==> src/rtl/approx_mul_ha_pipe.sv <==
// rtl/approx_mul_ha_pipe.sv - pipelined half-adder-array approximate multiplier with error tracking
module approx_mul_ha_pipe #(
  parameter int W           = 8,
  parameter int APPROX_COLS = 4,
  parameter int CNT_W       = 16
) (
  input  logic             clk,
  input  logic             rst_n,
  input  logic             in_valid,
  output logic             in_ready,
  input  logic [W-1:0]     x,
  input  logic [W-1:0]     y,
  input  logic             approx_en,
  output logic             out_valid,
  input  logic             out_ready,
  output logic [2*W-1:0]   p,
  output logic             out_err,
  input  logic             err_clr,
  output logic [CNT_W-1:0] err_cnt
);

  localparam int NP = W / 2;
  localparam int PW = 2 * W;

  // Whole pipeline freezes while a result sits unaccepted at the output.
  logic stall;
  logic adv;
  assign stall    = out_valid & ~out_ready;
  assign adv      = ~stall;
  assign in_ready = adv;

  // y padded so top bits live in relative columns 0..W-1 and bottom bits in 1..W.
  logic [W:0] y_top;
  logic [W:0] y_bot;
  assign y_top = {1'b0, y};
  assign y_bot = {y, 1'b0};

  logic [W:0]    ha_sum [NP];
  logic [W:0]    ha_car [NP];
  logic [NP-1:0] ha_err;

  // Per-pair half-adder arrays; low absolute columns optionally OR-summed with the carry dropped.
  always_comb begin
    logic t_bit;
    logic b_bit;
    logic ap;
    t_bit  = 1'b0;
    b_bit  = 1'b0;
    ap     = 1'b0;
    ha_err = '0;
    for (int k = 0; k < NP; k++) begin
      for (int j = 0; j <= W; j++) begin
        t_bit = x[2*k] & y_top[j];
        b_bit = x[2*k+1] & y_bot[j];
        ap    = approx_en && ((2*k + j) < APPROX_COLS);
        ha_sum[k][j] = ap ? (t_bit | b_bit) : (t_bit ^ b_bit);
        ha_car[k][j] = ~ap & t_bit & b_bit;
        ha_err[k]    = ha_err[k] | (ap & t_bit & b_bit);
      end
    end
  end

  logic          s1_v;
  logic [W:0]    s1_sum [NP];
  logic [W:0]    s1_car [NP];
  logic [NP-1:0] s1_err;

  // Stage 1 register: pair arrays and per-pair error flags.
  always_ff @(posedge clk or negedge rst_n) begin
    if (!rst_n) begin
      s1_v   <= 1'b0;
      s1_err <= '0;
      for (int k = 0; k < NP; k++) begin
        s1_sum[k] <= '0;
        s1_car[k] <= '0;
      end
    end else if (adv) begin
      s1_v   <= in_valid;
      s1_err <= ha_err;
      for (int k = 0; k < NP; k++) begin
        s1_sum[k] <= ha_sum[k];
        s1_car[k] <= ha_car[k];
      end
    end
  end

  logic [PW-1:0] red_a;
  logic [PW-1:0] red_b;

  // Align each pair at column 2k; carries sit one column above their source column.
  always_comb begin
    red_a = '0;
    red_b = '0;
    for (int k = 0; k < NP; k++) begin
      red_a = red_a + (PW'(s1_sum[k]) << (2*k));
      red_b = red_b + (PW'(s1_car[k]) << (2*k + 1));
    end
  end

  logic          s2_v;
  logic [PW-1:0] s2_a;
  logic [PW-1:0] s2_b;
  logic          s2_err;

  // Stage 2 register: two reduced operands plus the combined error flag.
  always_ff @(posedge clk or negedge rst_n) begin
    if (!rst_n) begin
      s2_v   <= 1'b0;
      s2_a   <= '0;
      s2_b   <= '0;
      s2_err <= 1'b0;
    end else if (adv) begin
      s2_v   <= s1_v;
      s2_a   <= red_a;
      s2_b   <= red_b;
      s2_err <= |s1_err;
    end
  end

  // Stage 3: final carry-propagate add into the output registers.
  always_ff @(posedge clk or negedge rst_n) begin
    if (!rst_n) begin
      out_valid <= 1'b0;
      p         <= '0;
      out_err   <= 1'b0;
    end else if (adv) begin
      out_valid <= s2_v;
      p         <= s2_a + s2_b;
      out_err   <= s2_err;
    end
  end

  // Saturating count of delivered inexact results; clear takes priority.
  always_ff @(posedge clk or negedge rst_n) begin
    if (!rst_n) begin
      err_cnt <= '0;
    end else if (err_clr) begin
      err_cnt <= '0;
    end else if (out_valid && out_ready && out_err && (err_cnt != {CNT_W{1'b1}})) begin
      err_cnt <= err_cnt + 1'b1;
    end
  end

endmodule
==> config.mk <==
export PLATFORM = sky130hd
export DESIGN_NAME = approx_mul_ha_pipe
export DESIGN_NICKNAME = d
export VERILOG_FILES = /design/src/rtl/approx_mul_ha_pipe.sv
export SDC_FILE = /design/constraint.sdc
export NUM_CORES = 1
export LEC_CHECK = 0
export ABC_CLOCK_PERIOD_IN_PS = 7850
export CAP_MARGIN = 15
export CORE_ASPECT_RATIO = 1.2
export CORE_MARGIN = 3
export CORE_UTILIZATION = 60
export CTS_BUF_LIST = sky130_fd_sc_hd__clkbuf_2
export DETAILED_ROUTE_END_ITERATION = 6
export PLACE_DENSITY = 0.83
export SLEW_MARGIN = 20
export SYNTH_ARGS = -nofsm -noshare
export SYNTH_HDL_FRONTEND = slang
export SYNTH_SLANG_ARGS = --single-unit
==> constraint.sdc <==
create_clock -name clk -period 7.85 [get_ports clk]
set_clock_uncertainty 0.15 [all_clocks]
set_input_delay 1.57 -clock clk [delete_from_list [all_inputs] [get_ports clk]]
set_output_delay 1.57 -clock clk [all_outputs]
set_load 0.03 [all_outputs]
==> results of run 1 <==
area by class of cell:
| class | instances | area [sq um] |
|---|---|---|
| Multi-Input combinational cell | 675 | 4373 |
| Tap cell | 164 | 205.2 |
| Antenna cell | 1 | 2.502 |
| Clock buffer | 17 | 85.08 |
| Inverter | 38 | 145.1 |
| Sequential cell | 133 | 3328 |
| Timing Repair Buffer | 59 | 588.1 |
| Fill cell | 1031 | 3881 |
| Clock inverter | 15 | 229.0 |
placed cells by master (no fill, tap or decap), types with 4 or more instances in the layout:
cell               n
a31oi_1            4
inv_1             36
fa_1              15
bufinv_16          5
nor2b_1            5
nor3_1             8
dfrtp_1          133
and2_1            48
mux2i_1            6
clkinv_4           6
and3_1             7
a211oi_1           4
xor2_1            23
o21ai_0           23
clkbuf_2          17
nor2_1            49
a21oi_1           38
o21ai_1           25
xnor2_1           26
ha_1              76
o21a_1             6
clkdlybuf4s50_1   55
nand2b_1           4
nand3_1           22
a21o_1            13
nand2_1          229
kinds of logic (layout without fill, tap and decap cells):
group	after synthesis	count (layout)	synth area share, %
multiplexers	6	6	0.7537
flip-flops	133	133	41.76
adder cells (fa/ha/maj)	91	91	15.70
AND/OR/NAND/NOR	392	392	21.98
AO/OA/AOI/OAI	137	137	10.96
other	0	1	0
XOR/XNOR	49	49	5.385
buffers and inverters	72	129	3.454
synth_stat cells, types with 4 or more instances:
master / n
nand3_1: 22
a31oi_1: 4
clkbuf_1: 20
o21ai_0: 23
o21ai_1: 25
nand2b_1: 4
buf_1: 10
and2_1: 48
and3_1: 7
a211oi_1: 4
nor3_1: 8
o21a_1: 6
inv_1: 36
fa_1: 15
dfrtp_1: 133
ha_1: 76
nand2_1: 229
xor2_1: 23
nor2_1: 49
a21oi_1: 38
nor2b_1: 6
xnor2_1: 26
a21o_1: 13
buf_2: 4
mux2i_1: 6
registers in the layout, indices dropped and copies added, names as in the netlist:
name and cells:
s2_b 14, s1_err 2, out_err 1, s1_v 1, s2_err 1, s2_v 1
p 16, out_valid 1, s1_car 28, err_cnt 16, s1_sum 36, s2_a 16
where the power goes:
part           leakage, uW  switching (uW)  internal (uW)
combinational      0.00260             766            548
clock             0.000178             270            244
sequential         0.00172            94.4            842
total              0.00450            1130           1630
per-layer routing:
metal	share of wire (%)	vias up	wire, um	global-route usage [%]
met3	3.8	33	618	4.545
met1	44	2944	7185	29.17
li1	-	3015	-	-
met5	0	-	0	0
met2	50	135	8145	39.50
met4	2.6	0	427	9.060
worst min-delay path, delay by kind of cell (launching register included):
family | cells | cell delay, ps
and+or+nand+nor | 2 | 100
DFF | 1 | 390
through the flow:
step	worst slack, ps	total power, uW	hold WS, ps	util (%)	instances
after floorplan	3764	1907	280.0	-	880
after global placement	2955	2225	294.9	67.27	1069
after detailed placement	2953	2261	305.4	67.27	1069
after CTS	2945	2782	330.2	69.72	1101
after global routing	2866	2983	338.6	69.77	1102
final	2954	2764	343.2	69.77	1102
worst paths after layout:
check / start / end / slack, ps
max in group asynchronous: rst_n / s1_sum[13]$_DFFE_PN0N_ / 5850
hold reg to reg: s2_v$_DFFE_PN0N_ / s2_v$_DFFE_PN0N_ / 340
setup reg to reg: s1_sum[18]$_DFFE_PN0N_ / s2_a[14]$_DFFE_PN0N_ / 3700
hold / removal: s2_v$_DFFE_PN0N_ / s2_v$_DFFE_PN0N_ / 340
min in group asynchronous: rst_n / out_err$_DFFE_PN0N_ / 600
setup / recovery: out_ready / in_ready / 2950
==> flow_summary_export.csv, run 1 <==
group,metric,value,unit
power_and_ir_drop,vdd_ir_drop_max,0.2284,mV
logic_synthesis,synth_edf_count,0,
die,core-area,0.01284,sq mm
die,die_area,0.01471,sq mm
layout,fin_nets,1037,
logic_synthesis,synth_fp_nets,993,
drt,drt_first_pass_iters,5,
power_and_ir_drop,power_density,308.6,mW/mm^2
drt,ant_nets,0,
cts,clk_pin_slew,200,ps
worst_setup_path,path_max_fanout,38,
logic_synthesis,avgSynthCellArea,9.056,sq um
worst_hold_path,whs_path_depth,2,
sta,finalCriticalPeriod,4896,ps
drt,drc,0,
worst_setup_path,cpMaxStageDelayCell,"clkdlybuf4s50_1",
worst_setup_path,critical-path-top-delay-family,"buffers and inverters",
worst_setup_path,cp_num_buf_inv,3,
cts,cts_buffer_depth,2,
sta,min_period_over_period,62.37,%
die,std_cell_rows,45,
cts,clkLatencyLatePin,730,ps
logic_synthesis,async_flop_share,100.0,%
global_routing,grt_overflow,0,
layout,syn_to_final_growth,12.39,%
flow_run,maxCapViolCount,0,
sta,max_slew_margin,28.86,%
worst_setup_path,critical_path_arrival,3180,ps
placement,io_buffers,56,
cts,numCtsBuffers,17,
sta,tns,0,ps
die,initial_core_util,62.08,%
worst_setup_path,path_class,"in2out",
global_routing,grt_pass1_vias,6062,
sta,clock.fmax,0.2042,GHz
worst_setup_path,cp-end-kind,"output port",
logic_synthesis,synth_cell_type_count,56,
logic_synthesis,synth_top_cell_by_area,"dfrtp_1",
outcome,status,"finished clean",
cts,root_buffer,"clkbuf_2",
cts,cts_hold_buf,0,
drt,drt_iter0_markers,434,
worst_setup_path,cp_slowest_stage_delay,740,ps
layout,fin_area,0.008956,sq mm
logic_synthesis,synth_warnings,0,
worst_setup_path,cp_data_required_time,6130,ps
drt,avgViaCountPerCell,5.560,
sta,hold_violations,0,
worst_hold_path,min_path_type,"reg2reg",
cts,htreeDepth,4,
worst_setup_path,path_common_cell,"clkdlybuf4s50_1",
global_routing,antenna_found_initial,1,
cts,clock-sinks,133,
worst_setup_path,r2r_cells,16,
power_and_ir_drop,p_leak,0.004496,uW
drt,totalWireLength,16380,um
logic_synthesis,synth_top_area_share,41.76,%
logic_synthesis,netlist_instances,880,
global_routing,grt_pass1_wl,28050,um
logic_synthesis,synth.cell_area,0.007969,sq mm
die,die_w,111.2,um
logic_synthesis,synth_area_leaders,"dfrtp_1, ha_1, nand2_1",
drt,routedWlPerCell,14.86,um
sta,slew_viol_final,0,
die,pin_count,57,
cts,cts_tree,"built",
logic_synthesis,synth_seq_area_share,41.76,%
global_routing,grt_usage,23.18,%
logic_synthesis,synthFlopType,"dfrtp_1",
global_routing,grt_max_degree,105,
worst_setup_path,crit_chain,"clkdlybuf4s50_1 -> nor2b_4 -> inv_4 -> clkdlybuf4s50_1",
worst_setup_path,cp-start-kind,"input port",
placement,gp_congestion,0.8289,
sta,rsz0062_at_grt,"no",
worst_setup_path,worst-path-stages,4,
layout,drive_gt1_share,5.123,%
sta,setup_viol,0,
placement,postPlaceCellArea,0.008636,sq mm
placement,dp_hpwl,11670,um
die,chipHeight,132.2,um
logic_synthesis,ys_ff_latch,133,
cts,cts_resized,0,
sta,worstMarginPinSlew,1067,ps
drt,vias,6127,
cts,postCtsSetupBuffers,0,
No activity file was read; power rests on OpenSTA's default activity.
==> run 2, diff against run 1 <==
- ABC_CLOCK_PERIOD_IN_PS: 7850 -> 4100
- CORE_UTILIZATION: 60 -> 55
- PLACE_DENSITY: 0.83 -> 0.8
- clock period: 7.85 -> 4.1 ns (I/O delays scaled with it)
==> run 2 against run 1 <==
Critical path depth increased by 12; setup slack got worse by 2700 ps; core utilization decreased by 5.2 points; clock-buffer cell count increased by 1; worst hold slack got worse by 320 ps; register-to-register slack got worse by 3500 ps; cell area increased by 0.85%; final cell count increased by 0.91%; non-clock buffer count increased by 3; first-iteration DRC count increased by 1.4%; die area increased by 8.6%; critical path type is now reg2reg; highest routed layer unchanged.
==> flow_summary_export.csv, run 2 (synthesized netlist as in run 1, its figures left out) <==
group,metric,value,unit
worst_setup_path,crit_start,"s1_sum[18]$_DFFE_PN0N_",
sta,layout_setup_ws,217.2,ps
placement,dp_hpwl,11620,um
cts,cts_buffer_depth,2,
global_routing,met1_usage,29.69,%
power_and_ir_drop,vdd_ir_drop_max,0.2346,mV
drt,avgViaCountPerCell,5.441,
layout,final_common_cell,"nand2_1",
drt,drt_first_pass_iters,5,
worst_setup_path,rrSetupSlack,220,ps
worst_setup_path,path_common_cell,"o21a_1",
worst_setup_path,r2r-end,"s2_a[14]$_DFFE_PN0N_",
sta,worstMarginPinSlew,1034,ps
die,initial_core_util,56.94,%
worst_setup_path,crit_chain,"ha_1 -> fa_2 -> a21o_1 -> a21oi_2 -> nor2b_1 -> o21a_1 -> nor2_2 -> xnor2_1 -> fa_1 -> ha_4 -> o21a_1 -> a21oi_1 -> o21ai_1 -> a31oi_1 -> or4b_1 -> nand3_1",
power_and_ir_drop,p_leak,0.004521,uW
power_and_ir_drop,combPwrFrac,47.7,%
cts,clock-sinks,133,
power_and_ir_drop,switching_share,39.78,%
sta,setup_viol,0,
global_routing,grt_pass1_vias,5800,
sta,min_period_over_period,94.70,%
power_and_ir_drop,power_switching,2132,uW
worst_setup_path,worstReg2RegStart,"s1_sum[18]$_DFFE_PN0N_",
placement,place_ws,129.5,ps
drt,drt_iter0_markers,440,
worst_setup_path,path_class,"reg2reg",
placement,gp_congestion,0.8444,
die,core-area,0.01400,sq mm
placement,postPlaceCellArea,0.008662,sq mm
layout,fin_area,0.009032,sq mm
worst_setup_path,critical_path_arrival,4360,ps
sta,hold_violations,0,
global_routing,grt_pass1_wl,27910,um
layout,layout_common_cells,"nand2_1, dfrtp_1, ha_1",
layout,largest_reg_flops,36,
die,pin_count,57,
worst_setup_path,cp-endpoint,"s2_a[14]$_DFFE_PN0N_",
sta,clock.fmax,0.2575,GHz
sta,finalCriticalPeriod,3883,ps
cts,numCtsBuffers,17,
worst_setup_path,path_max_fanout,3,
global_routing,busiest_layer,"met2",
global_routing,grt_overflow,0,
layout,drive_gt1_share,5.851,%
worst_setup_path,cp-start-kind,"register",
die,std_cell_rows,47,
drt,totalWireLength,16430,um
power_and_ir_drop,pwr-share-clk,18.8,%
worst_setup_path,worst-path-stages,16,
outcome,status,"finished clean",
die,chipHeight,137.9,um
flow_run,maxCapViolCount,0,
die,die_w,115.9,um
layout,fin_nets,1040,
cts,htreeDepth,4,
die,die_area,0.01598,sq mm
cts,clkLatencyLatePin,690,ps
worst_setup_path,r2r_cells,16,
global_routing,grt_use_met3,3.536,%
global_routing,use_met2,36.40,%
worst_setup_path,cp-end-kind,"register",
layout,nFillCells,1157,
worst_hold_path,min_path_type,"in2async",
power_and_ir_drop,power_density,593.3,mW/mm^2
global_routing,antenna_found_initial,1,
worst_setup_path,cp_data_required_time,4580,ps
drt,vias,6050,
sta,slew_viol_final,0,
drt,drc,0,
placement,io_buffers,56,
cts,clk_pin_slew,190,ps
drt,routedWlPerCell,14.77,um
layout,largestRegisters,"s1_sum: 36 flops, s1_car: 28 flops",
worst_setup_path,cp_slowest_stage_delay,530,ps
layout,syn_to_final_growth,13.35,%
worst_setup_path,critical-path-top-delay-family,"adder cells",
worst_setup_path,cp_num_buf_inv,0,
cts,root_buffer,"clkbuf_2",
power_and_ir_drop,internal_power,3227,uW
sta,max_slew_margin,31.06,%
sta,tns,0,ps
power_and_ir_drop,pwr-share-seq,33.5,%
layout,max_flop_register,"s1_sum",
drt,ant_nets,0,
worst_setup_path,cpMaxStageDelayCell,"fa_1",
global_routing,grt_max_degree,105,
cts,cts_tree,"built",
global_routing,grt_usage,21.82,%
==> run 2: cell types whose count changed in the layout (fill, tap and decap cells not counted), moves of 2 or more <==
cell,previous run,this run
a21oi_1,38,36
clkinv_4,6,3
buf_4,2,6
clkinv_1,0,3
a21oi_2,1,3
==> run 2: worst min-delay path by stage <==
stage	cells past startpoint	to
2_1_floorplan	2	s2_v$_DFFE_PN0N_
3_3_place_gp	2	s2_v$_DFFE_PN0N_
3_5_place_dp	2	s2_v$_DFFE_PN0N_
4_1_cts	1	p[9]$_DFFE_PN0N_
5_1_grt	1	p[2]$_DFFE_PN0N_
6_report	1	p[9]$_DFFE_PN0N_
==> run 2: per-stage QoR <==
stage,util (%),power [uW],hold WS [ps],instances
2_1_floorplan,-,3651,280.0,880
3_3_place_gp,61.89,4235,292.2,1077
3_5_place_dp,61.89,4301,297.4,1077
4_1_cts,64.19,5329,3.073,1109
5_1_grt,64.54,5787,29.60,1112
6_report,64.54,5359,21.22,1112
==> run 2: worst register-to-register path, delay by kind of cell (launching register included) <==
kind / cells / cell delay, ps
AO/OA/AOI/OAI: 7 / 1040
XOR/XNOR: 1 / 90
AND/OR/NAND/NOR: 4 / 710
adder cells (fa/ha/maj): 4 / 1440
flip-flops: 1 / 420
==> run 2: routing by layer <==
metal,part of all wire (%),vias up
met5,0,-
met4,1.1,0
met3,3.2,21
met2,50,100
met1,45,2912
li1,-,3017
==> run 2: final cells by class <==
| class | instances | area (sq um) | share of cell area (%) |
|---|---|---|---|
| inverter | 38 | 145.1 | 1.607 |
| timing repair buffer | 62 | 616.8 | 6.829 |
| multi-input combinational | 675 | 4404 | 48.76 |
| clock inverter | 14 | 231.5 | 2.563 |
| antenna | 1 | 2.502 | 0.02770 |
| tap | 171 | 214.0 | 2.369 |
| sequential | 133 | 3328 | 36.85 |
| clock buffer | 18 | 90.09 | 0.9974 |
==> run 2: repair_timing <==
action                                  CTS  global route
resized for setup                         0             6
endpoints found under the setup margin    0             7
endpoints found under the hold margin     0             0
setup buffers                             0             2
hold buffers                              0             0
==> run 2: power groups by stage <==
| stage | logic, uW | clock network, uW | registers [uW] |
|---|---|---|---|
| 2_1_floorplan | 1700 | 0 | 1950 |
| 3_3_place_gp | 2430 | 0 | 1810 |
| 3_5_place_dp | 2480 | 0 | 1820 |
| 4_1_cts | 2490 | 1040 | 1800 |
| 5_1_grt | 2860 | 1090 | 1830 |
| 6_report | 2560 | 1010 | 1790 |
